--- src/rtl/rle_block_expander.sv ---
// rle_block_expander: expands packed (run, level) words into one BLK-coefficient block.
// Optional ZIGZAG_EN (BLK=64 only) drains in raster order through the JPEG zigzag table.
module rle_block_expander #(
    parameter int RUN_W = 6,
    parameter int LVL_W = 8,
    parameter int PAIRS = 8,
    parameter int BLK   = 64,
    parameter int IDX_W = 6
) (
    input  logic                           clk,
    input  logic                           reset,
    input  logic [PAIRS*(RUN_W+LVL_W)-1:0] in_data,
    input  logic                           in_valid,
    output logic                           in_ready,
    output logic [LVL_W-1:0]               out_data,
    output logic                           out_valid,
    input  logic                           out_ready,
    output logic                           out_last,
    output logic                           err
);
    localparam int PW   = RUN_W + LVL_W;
    localparam int PI_W = (PAIRS > 1) ? $clog2(PAIRS) : 1;
    localparam int TW   = ((RUN_W > IDX_W) ? RUN_W : IDX_W) + 1;
    localparam logic [RUN_W-1:0] EOB = '1;

    typedef enum logic [1:0] {S_LOAD, S_EXPAND, S_DRAIN} state_t;

    state_t              state_q, state_d;
    logic [PAIRS*PW-1:0] word_q, word_d;
    logic [PI_W-1:0]     pidx_q, pidx_d;
    logic [IDX_W-1:0]    pos_q, pos_d;
    logic [IDX_W-1:0]    rd_q, rd_d;
    logic [BLK-1:0]      wr_q, wr_d;
    logic                err_q, err_d;
    logic [LVL_W-1:0]    buf_q [BLK];

    logic [PW-1:0]       pair_arr [PAIRS];
    logic [PW-1:0]       pair;
    logic [RUN_W-1:0]    run;
    logic [LVL_W-1:0]    lvl;
    logic [TW-1:0]       tgt;
    logic                buf_we;
    logic                done;
    logic [IDX_W-1:0]    rd_addr;

`ifdef ZIGZAG_EN
    // Raster position -> scan position of the standard JPEG zigzag.
    localparam logic [5:0] ZZ [64] = '{
         0,  1,  5,  6, 14, 15, 27, 28,
         2,  4,  7, 13, 16, 26, 29, 42,
         3,  8, 12, 17, 25, 30, 41, 43,
         9, 11, 18, 24, 31, 40, 44, 53,
        10, 19, 23, 32, 39, 45, 52, 54,
        20, 22, 33, 38, 46, 51, 55, 60,
        21, 34, 37, 47, 50, 56, 59, 61,
        35, 36, 48, 49, 57, 58, 62, 63
    };
    assign rd_addr = IDX_W'(ZZ[rd_q]);
`else
    assign rd_addr = rd_q;
`endif

    always_comb begin
        for (int i = 0; i < PAIRS; i++) begin
            pair_arr[i] = word_q[(PAIRS-1-i)*PW +: PW];
        end
    end

    assign pair = pair_arr[pidx_q];
    assign run  = pair[PW-1:LVL_W];
    assign lvl  = pair[LVL_W-1:0];
    assign tgt  = TW'(pos_q) + TW'(run);

    always_comb begin
        state_d = state_q;
        word_d  = word_q;
        pidx_d  = pidx_q;
        pos_d   = pos_q;
        rd_d    = rd_q;
        wr_d    = wr_q;
        err_d   = 1'b0;
        buf_we  = 1'b0;
        done    = 1'b0;
        unique case (state_q)
            S_LOAD: begin
                if (in_valid) begin
                    word_d  = in_data;
                    pidx_d  = '0;
                    state_d = S_EXPAND;
                end
            end
            S_EXPAND: begin
                if (run == EOB) begin
                    done = 1'b1;
                end else if (tgt >= TW'(BLK)) begin
                    err_d = 1'b1;
                    done  = 1'b1;
                end else begin
                    buf_we                 = 1'b1;
                    wr_d[tgt[IDX_W-1:0]]   = 1'b1;
                    pos_d = tgt[IDX_W-1:0] + IDX_W'(1);
                    done  = (tgt == TW'(BLK-1));
                end
                // Unconsumed pairs after completion are dropped.
                if (done) begin
                    state_d = S_DRAIN;
                end else if (pidx_q == PI_W'(PAIRS-1)) begin
                    state_d = S_LOAD;
                end else begin
                    pidx_d = pidx_q + PI_W'(1);
                end
            end
            S_DRAIN: begin
                if (out_ready) begin
                    if (rd_q == IDX_W'(BLK-1)) begin
                        rd_d    = '0;
                        pos_d   = '0;
                        wr_d    = '0;
                        state_d = S_LOAD;
                    end else begin
                        rd_d = rd_q + IDX_W'(1);
                    end
                end
            end
            default: state_d = S_LOAD;
        endcase
    end

    always_ff @(posedge clk or negedge reset) begin
        if (!reset) begin
            state_q <= S_LOAD;
            word_q  <= '0;
            pidx_q  <= '0;
            pos_q   <= '0;
            rd_q    <= '0;
            wr_q    <= '0;
            err_q   <= 1'b0;
        end else begin
            state_q <= state_d;
            word_q  <= word_d;
            pidx_q  <= pidx_d;
            pos_q   <= pos_d;
            rd_q    <= rd_d;
            wr_q    <= wr_d;
            err_q   <= err_d;
        end
    end

    // Contents are masked by the written vector, so no reset is needed.
    always_ff @(posedge clk) begin
        if (buf_we) begin
            buf_q[tgt[IDX_W-1:0]] <= lvl;
        end
    end

    assign in_ready  = (state_q == S_LOAD);
    assign out_valid = (state_q == S_DRAIN);
    assign out_last  = out_valid && (rd_q == IDX_W'(BLK-1));
    assign out_data  = wr_q[rd_addr] ? buf_q[rd_addr] : '0;
    assign err       = err_q;

endmodule

--- config.mk ---
export PLATFORM = sky130hd
export DESIGN_NAME = rle_block_expander
export DESIGN_NICKNAME = d
export VERILOG_FILES = /design/src/rtl/rle_block_expander.sv
export SDC_FILE = /design/constraint.sdc
export NUM_CORES = 1
export LEC_CHECK = 0
export ABC_CLOCK_PERIOD_IN_PS = 4000
export CAP_MARGIN = 10
export CORE_MARGIN = 1.5
export CORE_UTILIZATION = 55
export DETAILED_ROUTE_END_ITERATION = 16
export PLACE_DENSITY = 0.76
export SYNTH_ARGS = -nofsm -noshare
export SYNTH_HDL_FRONTEND = slang
export SYNTH_SLANG_ARGS = --single-unit
--- constraint.sdc ---
create_clock -name clk -period 4 [get_ports clk]
set_input_delay 0.6 -clock clk [delete_from_list [all_inputs] [get_ports clk]]
set_output_delay 0.6 -clock clk [all_outputs]
set_load 0.02 [all_outputs]
After elaboration in Yosys (flattened, before gate mapping) --
Memories as Yosys holds them, arrays and structs flattened. Index checks and enable logic that the tools add are counted. Widths: inputs -> output; s select.
Storage, ports and cells: RAM bits 512, memories kept 1, logic and storage cells 83, register bits after elaboration 194, input bits 116, output and inout port bits 12
Cells by class: mux-type cells 40, bitwise logic cells 2, reductions and logical operators 10, equality and inequality tests 14, $lt $le $gt $ge 5, $add $sub $neg 4
Memories:
- buf_q | words 64, bits a word 8, read ports 1, clocked after Yosys merged registers in 0, write ports 1, line 35 | logic [LVL_W-1:0] buf_q [BLK];
Operators by type and width (number):
- $mux 64 | 4
- $pmux 64 s2 | 1
- $or 64x64->64 | 1
- $bmux 14 s3 | 1
- $mux 6 | 5
- $mux 14 | 2
- $lt 6x7->1 const B | 2
- $mux 1 | 13
- $add 6x1->6 const B | 2
- $eq 6x6->1 const B | 2
- $pmux 6 s2 | 1
- $mux 2 | 5
- $ne 2x2->1 const B | 5
- $mux 3 | 3
- $mux 8 | 1
- $reduce_and 4->1 | 2
- $add 6x6->7 | 1
- $eq 7x6->1 const B | 1
- $ge 7x7->1 const B | 1
- $bmux 1 s6 | 1
- $demux 1 s6 | 1
- $ge 6x1->1 const B | 1
- $pmux 2 s3 | 1
- $pmux 3 s2 | 1
- other kinds (13) | 17

Longest topological paths before layout --
Gate-level depths: netlist (run 1).
depth after elaboration 13, mapped depth 13, gate-level depth less buffers 10

Worst setup path before layout (run 1) --
OpenSTA, ideal clock, no wires.
path kind flip-flop to flip-flop, start point reg pidx_q[0], end point mem buf_q[16][0], enable pin, arrival time 4037 ps, period minus slack after synthesis 4432 ps, data required time 3605 ps, buffers on the path 2, stages on the path, launching flop included 12, setup slack -432 ps, library setup time 395 ps, cell sequence dfrtp_1 -> buf_6 -> mux4_1 -> mux2_2 -> ha_1 -> fa_1 -> a21o_1 -> a21oi_1 -> a31oi_1 -> or2_2 -> clkbuf_1 -> nor4_1
On the way: longest elaborated chain between the ends 11, elaborated cells between the ends (all ways) 12, those cells by class 1 x add/sub; 1 x order compare; 1 x eq/ne; 8 x mux; 1 x bitwise
Ends and longest elaborated chain:
- start: declaration | line 30 | logic [PI_W-1:0] pidx_q, pidx_d;
- start signal: assignment | line 141 | pidx_q <= pidx_d;
- $not 3->4 (implied by the code) (*) | line 69 | assign pair = pair_arr[pidx_q];
- $bmux 14 s3 (*) | line 69
- $mux 14 (implied by the code) (*) (2 in a row) | line 69
- $add 6x6->7 | line 72 | assign tgt = TW'(pos_q) + TW'(run);
- $ge 7x7->1 | line 95 | end else if (tgt >= TW'(BLK)) begin
- $mux 1 | line 95
- $mux 1 | line 93 | if (run == EOB) begin
- $mux 1 | line 84 | unique case (state_q)
- $mux 1 | line 151 | if (buf_we) begin
- $mux 1 (implied by the code) | line 152 | buf_q[tgt[IDX_W-1:0]] <= lvl;
- end: declaration | line 35
Every way passes the cells marked *; elsewhere a longest branch is shown, timed or not. The select of a mux whose other input is x is not followed.

Final worst setup path (run 1) --
start point reg rd_q[0] (netlist: rd_addr[0]), end point out out_data[5]
On the way: longest elaborated chain between the ends 3, elaborated cells between the ends (all ways) 4, those cells by class 3 x mux; 1 x memory
Ends and longest elaborated chain:
- start: declaration | line 32 | logic [IDX_W-1:0] rd_q, rd_d;
- start signal: assignment | line 143 | rd_q <= rd_d;
- $bmux 1 s6 | line 159 | assign out_data = wr_q[rd_addr] ? buf_q[rd_addr] : '0;
- $mux 1 (implied by the code) | line 159
- $mux 8 (*) | line 159
- end: declaration | line 15 | output logic [LVL_W-1:0] out_data,
Marked as above.

==> results of run 1 <==
## power breakdown
part | leakage, nW | internal [mW] | total (mW) | switching [mW]
clock | 1.08 | 3.75 | 6.45 | 2.70
combinational | 4.78 | 5.05 | 14.1 | 9.02
sequential | 6.84 | 10.7 | 11.2 | 0.531
## final timing paths
kind | from | to | slack [ns] | cells past startpoint
worst min register to register | pair_arr[94]$_DFFE_PN0P_ | pair_arr[94]$_DFFE_PN0P_ | 0.47 | 2
worst min-delay path | reset | pair_arr[109]$_DFFE_PN0P_ | 0.09 | 1
worst max register to register | pidx_q[0]$_DFFE_PN0P_ | buf_q[18][1]$_DFFE_PP_ | 0.07 | 11
min in group clk | pair_arr[94]$_DFFE_PN0P_ | pair_arr[94]$_DFFE_PN0P_ | 0.47 | 2
worst max-delay path | rd_addr[0]$_DFFE_PN0P_ | out_data[5] | 0.02 | 7
max in group asynchronous | reset | pair_arr[31]$_DFFE_PN0P_ | 2.81 | 2
## cell type report
class,count,share of cell area [%]
Clock buffer,90,5.37
Multi-Input combinational cell,949,25.1
Timing Repair Buffer,270,7.73
Sequential cell,706,58.2
Inverter,12,0.129
Antenna cell,2,0.0144
Tap cell,688,2.47
Clock inverter,31,0.989
## repair_timing
item,CTS,global route
pin swaps,2,3
resized for setup,51,54
buffers inserted,5,1
hold buffers,0,0
endpoints found under the setup margin,429,486
cloned,5,0
## kinds of logic (layout without fill, tap and decap cells)
family | count (synthesis) | after routing | synth area share, %
XOR/XNOR | 12 | 12 | 0.360
multiplexers | 237 | 237 | 17.2
AND/OR/NAND/NOR | 567 | 567 | 7.95
flip-flops | 706 | 706 | 69.3
AO/OA/AOI/OAI | 122 | 122 | 2.76
adder cells (fa/ha/maj) | 11 | 11 | 0.497
other | 0 | 2 | 0
buffers and inverters | 124 | 403 | 1.99
## flip-flops by register name, summed over array words and instances (netlist names)
signal / count
wr_q: 64
err: 1
state_q: 2
buf_q: 512
pos_q: 6
rd_addr: 6
pidx_q: 3
pair_arr: 112
## synthesized netlist by cell type (2+ instances only)
cell type | instances | area (um^2)
a211oi_1 | 19 | 143
a21o_1 | 6 | 45.0
a21oi_1 | 10 | 50.1
a31oi_1 | 4 | 25.0
a32o_1 | 2 | 20.0
and2_1 | 7 | 43.8
and3_1 | 7 | 43.8
buf_1 | 7 | 26.3
buf_2 | 23 | 115
buf_4 | 7 | 52.6
buf_6 | 8 | 90.1
clkbuf_1 | 67 | 251
dfrtp_1 | 194 | 4850
edfxtp_1 | 512 | 15400
ha_1 | 10 | 125
inv_1 | 12 | 45.0
mux2_2 | 14 | 158
mux2i_1 | 15 | 150
mux4_1 | 6 | 158
mux4_2 | 202 | 4550
nand2_1 | 431 | 1620
nand2b_1 | 2 | 12.5
nand3_1 | 16 | 80.1
nand3_2 | 4 | 40.0
nand4_1 | 4 | 25.0
nor2_1 | 57 | 214
nor2b_1 | 10 | 62.6
nor3_1 | 10 | 50.1
nor4_1 | 12 | 75.1
o21a_1 | 3 | 22.5
o21ai_0 | 46 | 230
o21ai_1 | 3 | 15.0
o21bai_1 | 2 | 15.0
o31a_1 | 2 | 17.5
o31ai_1 | 11 | 82.6
o41ai_1 | 4 | 35.0
o41ai_2 | 2 | 32.5
or3_1 | 2 | 12.5
xnor2_1 | 10 | 87.6
xor2_1 | 2 | 17.5
## through the flow
step                      setup WS, ns  TNS, ns  util (%)
after CTS                      -0.0651   -0.910      65.9
after global routing           -0.0262   -0.360      66.2
after global placement          -0.192   -24.18      61.2
after floorplan                 -0.139   -18.13         -
after detailed placement        -0.307   -51.41      61.2
final                           0.0184        0      66.2
## routing by layer
metal  vias to the layer above  part of all wire, %  wire, um  GRT usage [%]
met5                         -                0.015        11              0
met4                         2                  3.6      2560           11.1
met3                       154                  8.2      5870           4.94
met2                       861                   50     35900           45.1
met1                      8816                   38     27500           36.4
li1                       7216                    -         -              -
==> metrics, run 1 <==
Post-synth top flop edfxtp_1; DR iter-0 viols 1713; max-slew violation count 0; post-DP HPWL 44.4 mm; nets approximately 2100; Rel. slew slack 17.8%; Detail Route Antenna Nets 0; PortBufs 127; actual slew at the worst max-slew pin ~1.2 ns; slowest CP cell mux4_2; ys async rst share a little over a quarter; FF/Latch Area 0.0202 mm^2; dpl cell area about 0.032 mm^2; WL/cell roughly 26 um; first-pass GRT wire length between 100 and 150 mm; final setup vio count 0; Distinct cells, synth 54; multi-input logic area 0.00874 mm^2; final hold vios 0; fmax 0.251 GHz; Post-Syn Nets 1906; largest net degree at the start of global routing about 110; leading cell type in the layout, fill and taps excluded edfxtp_1; most frequent CP cell mux4_2; worst vdd ir a little under 1 mV; # rows 84; Initial Util a little under three fifths; Post-Syn Area between 0.02 and 0.03 mm^2; Post-Place Cells roughly 2600; total gr overflow 0; vias in the first global route around 18000; period utilisation layout between 90 and 100%; hold crit path type in2async; startpoint types flip-flop; Post-Syn Instances between 1500 and 2000; clock slew at reported path FFs ~0.060 ns; gp weighted congestion between 0.9 and 1; DR vias between 15000 and 20000; Max clock buf depth 3; leakage power around 13 nW; sequential cell area fraction in the yosys report between 60% and 70%; Root Buffer clkbuf_16; Clock Sinks roughly 710; total global-route track usage a little over a quarter; DIE HEIGHT ~230 um; status completed; clock skew approximately 0.036 ns; CP Buf/Inv Count 3; power density cells 912 mW/mm^2; critical path cell sequence buf_12, bufbuf_16, mux4_2, mux4_2, mux2i_1, a211oi_2, buf_4; Ports roughly 130; Design Area, Final around 0.035 mm^2; H-Tree Depth 3; fraction of final layout cells sized beyond drive strength 1 a little over a quarter; antenna violations before repair 3; drc violations 0; Area Growth Syn to Fin 19.1%; CP required roughly 3.4 ns; Hold Slack just under 0.09 ns; CP top delay family multiplexers; YS warnings 0; CP Max Fanout 13; Crit path largest cell delay 0.56 ns; clock insertion delay at the later pin of the skew report about 0.6 ns; Die W around 230 um; type of the worst setup path reg2out; CTS tree yes; number of fill cells around 3500; Pre-Repair DR Iteration Count 5; post-route minimum period around 4.0 ns; Worst setup EP type output port; Post-Layout Cell Count ~2700; commonest cells after routing, fill and taps aside 512 x edfxtp_1, 427 x nand2_1, 203 x mux4_2; number of synthesized flops with an enable pin 512; CTS Buf Count 69; vias per cell 6.20; final WL 71.9 mm; Post-Syn Area per Cell approximately 16 um^2; Core Region around 0.053 mm^2; Yosys reg bits ~710; total power between 30 and 40 mW; max-cap viol count 0; WP data arrival roughly 3.4 ns; die area approximately 0.054 mm^2
(Power assumes the default switching activity.)
==> run 2, diff against run 1 <==
Settings changed: SETUP_SLACK_MARGIN set to 0.02.
==> metrics, run 2 (same netlist as run 1, synthesis figures left out) <==
power density cells 914 mW/mm^2 (+0.26%); H-Tree Depth 3 (unchanged); Sw Pwr 12.4 mW (+0.78%); PortBufs 127 (unchanged); CTS tree yes; DR iter-0 viols 1841 (+7.5%); sw frac 38.7% (+0.097 points); Crit path largest cell delay 0.56 ns (about the same); dpl cell area 0.0321 mm^2 (unchanged); die area 0.0545 mm^2 (unchanged); number of fill cells 3462 (-0.69%); startpoint types flip-flop; Initial Util 55.6% (unchanged); hold buffer count at CTS 0 (unchanged); WP data arrival 3.38 ns (about the same); Pre-Repair DR Iteration Count 6 (+1); WL/cell 26.4 um (+1.1%); fraction of final layout cells sized beyond drive strength 1 26.6% (+0.26 points); CP Buf/Inv Count 3 (unchanged); clock skew 0.0368 ns (+0.00112 ns); Comb pwr share 44.6% (+0.2 points); DIE HEIGHT 233 um (unchanged); fmax 0.251 GHz (about the same); Post-Layout Cell Count 2755 (+0.25%); Die W 233 um (unchanged); critical path capture point out_data[5]; post-route minimum period 3.98 ns (+0.00330 ns); clock slew at reported path FFs 0.06 ns (about the same); hold crit path type in2async; most frequent CP cell mux4_2; status completed; final WL 72.9 mm (+1.4%); vias per cell 6.27 (+0.99%); slowest CP cell mux4_2; period utilisation layout 99.6% (about the same); final hold vios 0 (unchanged); antenna violations before repair 2 (-1); Ports 128 (unchanged); total gr overflow 0 (unchanged); type of the worst setup path reg2out; P_int 19.5 mW (+0.37%); Core Region 0.0526 mm^2 (unchanged); Area Growth Syn to Fin 19.5%; # rows 84 (unchanged); RSZ-0062 raised after global routing yes; Detail Route Antenna Nets 0 (unchanged); part of the power in the clock network 20.2% (about the same); critical path cell sequence buf_12, bufbuf_16, mux4_2, mux4_2, mux2i_1, a211oi_1, buf_2; Max clock buf depth 3 (unchanged); R2R depth 11 (unchanged); worst setup path startpoint rd_addr[0]$_DFFE_PN0P_; max reg flops 512 (unchanged); first-pass GRT wire length 109 mm (about the same); final setup vio count 0 (unchanged); Worst setup EP type output port; Rel. slew slack 17.5% (-0.23 points); leading cell type in the layout, fill and taps excluded edfxtp_1; total power 31.9 mW (+0.53%); max-slew violation count 0 (unchanged); Hold Slack 0.0882 ns (+0.000137 ns); CP Max Fanout 13 (unchanged); Post-Place Cells 2614 (unchanged); CP required 3.40 ns (about the same); vias in the first global route 17786 (+0.56%); actual slew at the worst max-slew pin 1.24 ns (+0.00345 ns); gp weighted congestion 0.908 (unchanged); nets 2141 (+0.28%); R2R Path End buf_q[12][5]$_DFFE_PP_; reg-to-reg setup timing slack 0.04 ns (-0.03 ns); CP top delay family multiplexers; Clock Sinks 706 (unchanged); commonest cells after routing, fill and taps aside 512 x edfxtp_1, 427 x nand2_1, 204 x mux4_2; leakage power 12.7 nW (+0.14%); worst vdd ir 1.06 mV (+7.2%); Root Buffer clkbuf_16; largest net degree at the start of global routing 113 (unchanged); post-DP HPWL 44.4 mm (unchanged); total global-route track usage 27.4% (about the same); WP depth 7 (unchanged); drc violations 0 (unchanged); sequential power share 35.1% (-0.2 points); max-cap viol count 0 (unchanged); Core Util, Final 66.4% (+0.18 points); clock insertion delay at the later pin of the skew report 0.61 ns (about the same); Design Area, Final 0.0349 mm^2 (+0.27%); DR vias 17261 (+1.2%); CTS Buf Count 69 (unchanged); worst reg2reg path startpoint pidx_q[0]$_DFFE_PN0P_
## run 2: layout make-up
class | instances | area [um^2] | share of cell area [%]
multi-input cells | 949 | 8730 | 25.0
flip-flops and latches | 706 | 20200 | 58.0
diodes | 3 | 7.51 | 0.0215
repair buffers | 276 | 2790 | 7.98
well taps | 688 | 861 | 2.47
clock buffers | 90 | 1870 | 5.35
inverters | 12 | 45.0 | 0.129
clock inverters | 31 | 344 | 0.986
## run 2: how the worst min path moves through the flow
stage | start | end | slack [ns] | cells after the start
2_1_floorplan | reset | err$_DFF_PN0_ | 0.30 | 0
3_3_place_gp | pair_arr[78]$_DFFE_PN0P_ | pair_arr[78]$_DFFE_PN0P_ | 0.45 | 2
3_5_place_dp | pair_arr[69]$_DFFE_PN0P_ | pair_arr[69]$_DFFE_PN0P_ | 0.46 | 2
4_1_cts | reset | pair_arr[109]$_DFFE_PN0P_ | 0.12 | 1
5_1_grt | reset | pair_arr[80]$_DFFE_PN0P_ | 0.17 | 1
6_report | reset | pair_arr[109]$_DFFE_PN0P_ | 0.09 | 1
## run 2: worst reg2reg max path, cell delays in order (launching register included)
cell and delay (ns):
dfrtp_2 0.45, buf_4 0.14, mux4_2 0.50, mux2_2 0.29
ha_2 0.20, fa_2 0.38, buf_4 0.15, xor2_1 0.52
nand2_1 0.29, buf_4 0.29, nor4_4 0.26, buf_4 0.20
## run 2: per-stage QoR
stage                     TNS (ns)  worst slack [ns]
after floorplan             -18.13            -0.139
after global placement      -24.18            -0.192
after detailed placement    -51.41            -0.307
after CTS                   -0.910           -0.0651
after global routing       -0.0170           -0.0104
final                            0            0.0151
## run 2: metal layers
layer / wire length (um) / GRT usage (%) / vias to the layer above
li1: - / - / 7234
met1: 27500 / 36.3 / 8865
met2: 36200 / 44.9 / 983
met3: 6350 / 5.00 / 179
met4: 2850 / 11.7 / 0
met5: 0 / 0 / -
## run 2: timing repair
item,4_1_cts,5_1_grt
endpoints found under the hold margin,0,0
pin swaps,2,2
endpoints found under the setup margin,448,495
buffers inserted,6,3
resized for setup,58,46
gates cloned,5,3
## run 2: power groups by stage
stage / combinational (mW) / clock, mW / sequential [mW]
after detailed placement: 13.0 / 0 / 11.3
after CTS: 13.5 / 6.51 / 11.2
after global routing: 14.9 / 6.79 / 11.3
after global placement: 12.7 / 0 / 11.3
after floorplan: 7.76 / 0 / 11.1
final: 14.2 / 6.45 / 11.2
==> run 3, diff against run 2 <==
Settings changed: CORE_UTILIZATION 55 to 41, CTS_CLUSTER_DIAMETER set to 80, PLACE_DENSITY 0.76 to not set.
==> metrics, run 3 (same netlist as run 1, synthesis figures left out) <==
clock insertion delay at the later pin of the skew report 0.61 ns (about the same); RSZ-0062 raised after global routing yes; PortBufs 127 (unchanged); hold crit path type in2async; leakage power 12.9 nW (+1.3%); Detail Route Antenna Nets 0 (unchanged); DR vias 16452 (-4.7%); drc violations 0 (unchanged); H-Tree Depth 3 (unchanged); type of the worst setup path reg2out; total gr overflow 0 (unchanged); vias per cell 5.41 (-14%); final setup vio count 0 (unchanged); die area 0.0728 mm^2 (+34%); gp weighted congestion 0.884 (-2.7%); Hold Slack 0.104 ns (+0.0155 ns); first-pass GRT wire length 108 mm (-0.59%); Core Region 0.0703 mm^2 (+34%); worst slack, placed -0.0634 ns (+0.243 ns); leading cell type in the layout, fill and taps excluded edfxtp_1; status completed; Sw Pwr 11.9 mW (-3.6%); antenna violations before repair 0 (-2); commonest cells after routing, fill and taps aside 512 x edfxtp_1, 429 x nand2_1, 203 x mux4_2; hold buffer count at CTS 0 (unchanged); power density cells 890 mW/mm^2 (-2.6%); part of the power in the clock network 21.5% (+1.3 points); Comb pwr share 43.2% (-1.4 points); total power 31.6 mW (-1.0%); max reg flops 512 (unchanged); number of fill cells 5757 (+66%); CTS tree yes; CTS Buf Count 74 (+7.2%); Clock Sinks 706 (unchanged); post-route minimum period 3.98 ns (-0.000543 ns); largest net degree at the start of global routing 99 (-12%); fraction of final layout cells sized beyond drive strength 1 26.7% (+0.12 points); Pre-Repair DR Iteration Count 5 (-1); Antenna diodes 0 (-3); sw frac 37.7% (-1.0 points); nets 2167 (+1.2%); Die W 270 um (+16%); post-DP HPWL 46.2 mm (+4.0%); reg-to-reg setup timing slack 0.13 ns (+0.09 ns); clock slew at reported path FFs 0.06 ns (about the same); total global-route track usage 19.9% (-7.5 points); sequential power share 35.3% (+0.2 points); DR iter-0 viols 1764 (-4.2%); startpoint types flip-flop; vias in the first global route 17317 (-2.6%); WL/cell 23.4 um (-12%); Worst setup EP type output port; Max clock buf depth 3 (unchanged); Area Growth Syn to Fin 21.4%; max-cap viol count 0 (unchanged); Setup TNS 0 ns (unchanged); DIE HEIGHT 270 um (+16%); P_int 19.7 mW (+0.61%); period utilisation layout 99.6% (about the same); WP data arrival 3.38 ns (about the same); Final Worst Setup Slack 0.0157 ns (+0.000543 ns); final hold vios 0 (unchanged); Ports 128 (unchanged); Root Buffer clkbuf_16; CP required 3.40 ns (about the same); fmax 0.251 GHz (about the same); final WL 71.1 mm (-2.4%); clock skew 0.0261 ns (-0.0107 ns); Initial Util 41.6% (-14 points); Rel. slew slack 38.7% (+21 points); max-slew violation count 0 (unchanged); # rows 97 (+15%); worst vdd ir 0.620 mV (-42%); actual slew at the worst max-slew pin 0.919 ns (-0.318 ns); CP Max Fanout 6 (-7)
run 3: layer usage:
layer  share of wire, %  routed length (um)  up-vias  GRT usage (%)
li1                   -                   -     7292              -
met1                 42               29600     8551           26.8
met2                 50               35600      504           33.4
met3                5.7                4040      105           3.26
met4                2.6                1870        0           5.65
met5                  0                   0        -              0
run 3: cell type report:
cell class	instances	area, um^2	share of cell area (%)
Tap cell	940	1180	3.32
Clock inverter	25	265	0.748
Multi-Input combinational cell	949	8660	24.4
Clock buffer	111	2140	6.02
Sequential cell	706	20200	57.1
Inverter	12	45.0	0.127
Timing Repair Buffer	297	2930	8.25
run 3: path summary, 6_finish.rpt:
| check | start | endpoint | cells past startpoint |
|---|---|---|---|
| max | rd_addr[0]$_DFFE_PN0P_ | out_data[7] | 8 |
| min | reset | pair_arr[67]$_DFFE_PN0P_ | 1 |
| max reg2reg | pidx_q[0]$_DFFE_PN0P_ | buf_q[44][5]$_DFFE_PP_ | 12 |
| min reg2reg | pair_arr[65]$_DFFE_PN0P_ | pair_arr[65]$_DFFE_PN0P_ | 2 |
| max in group asynchronous | reset | pair_arr[87]$_DFFE_PN0P_ | 2 |
| min in group clk | pair_arr[65]$_DFFE_PN0P_ | pair_arr[65]$_DFFE_PN0P_ | 2 |
run 3: through the flow:
| stage | util [%] | area [um^2] | std cells |
|---|---|---|---|
| floorplan | - | 29400 | 1779 |
| global placement | 46.5 | 32700 | 2888 |
| detailed placement | 46.5 | 32700 | 2888 |
| CTS | 50.3 | 35300 | 3038 |
| global route | 50.4 | 35400 | 3040 |
| finish | 50.4 | 35400 | 3040 |
run 3: timing repair:
item                       CTS  global route
setup buffers               11             0
gates cloned                 3             2
pin swaps                    1             4
resized for setup           50            30
setup endpoints to repair   89           483
run 3: worst max-delay path: stages, from the launching register on:
cell      delay (ns)
dfrtp_4         0.51
buf_12          0.17
buf_16          0.15
buf_4           0.16
mux4_2          0.44
mux4_2          0.54
mux2i_1         0.42
a211oi_1        0.16
buf_2           0.21
run 3: power groups by stage:
stage / sequential [mW] / clock (mW) / combinational, mW
CTS: 11.2 / 6.90 / 13.5
floorplan: 11.1 / 0 / 7.76
global route: 11.3 / 7.20 / 14.6
global placement: 11.3 / 0 / 13.0
finish: 11.2 / 6.77 / 13.6
detailed placement: 11.3 / 0 / 13.2
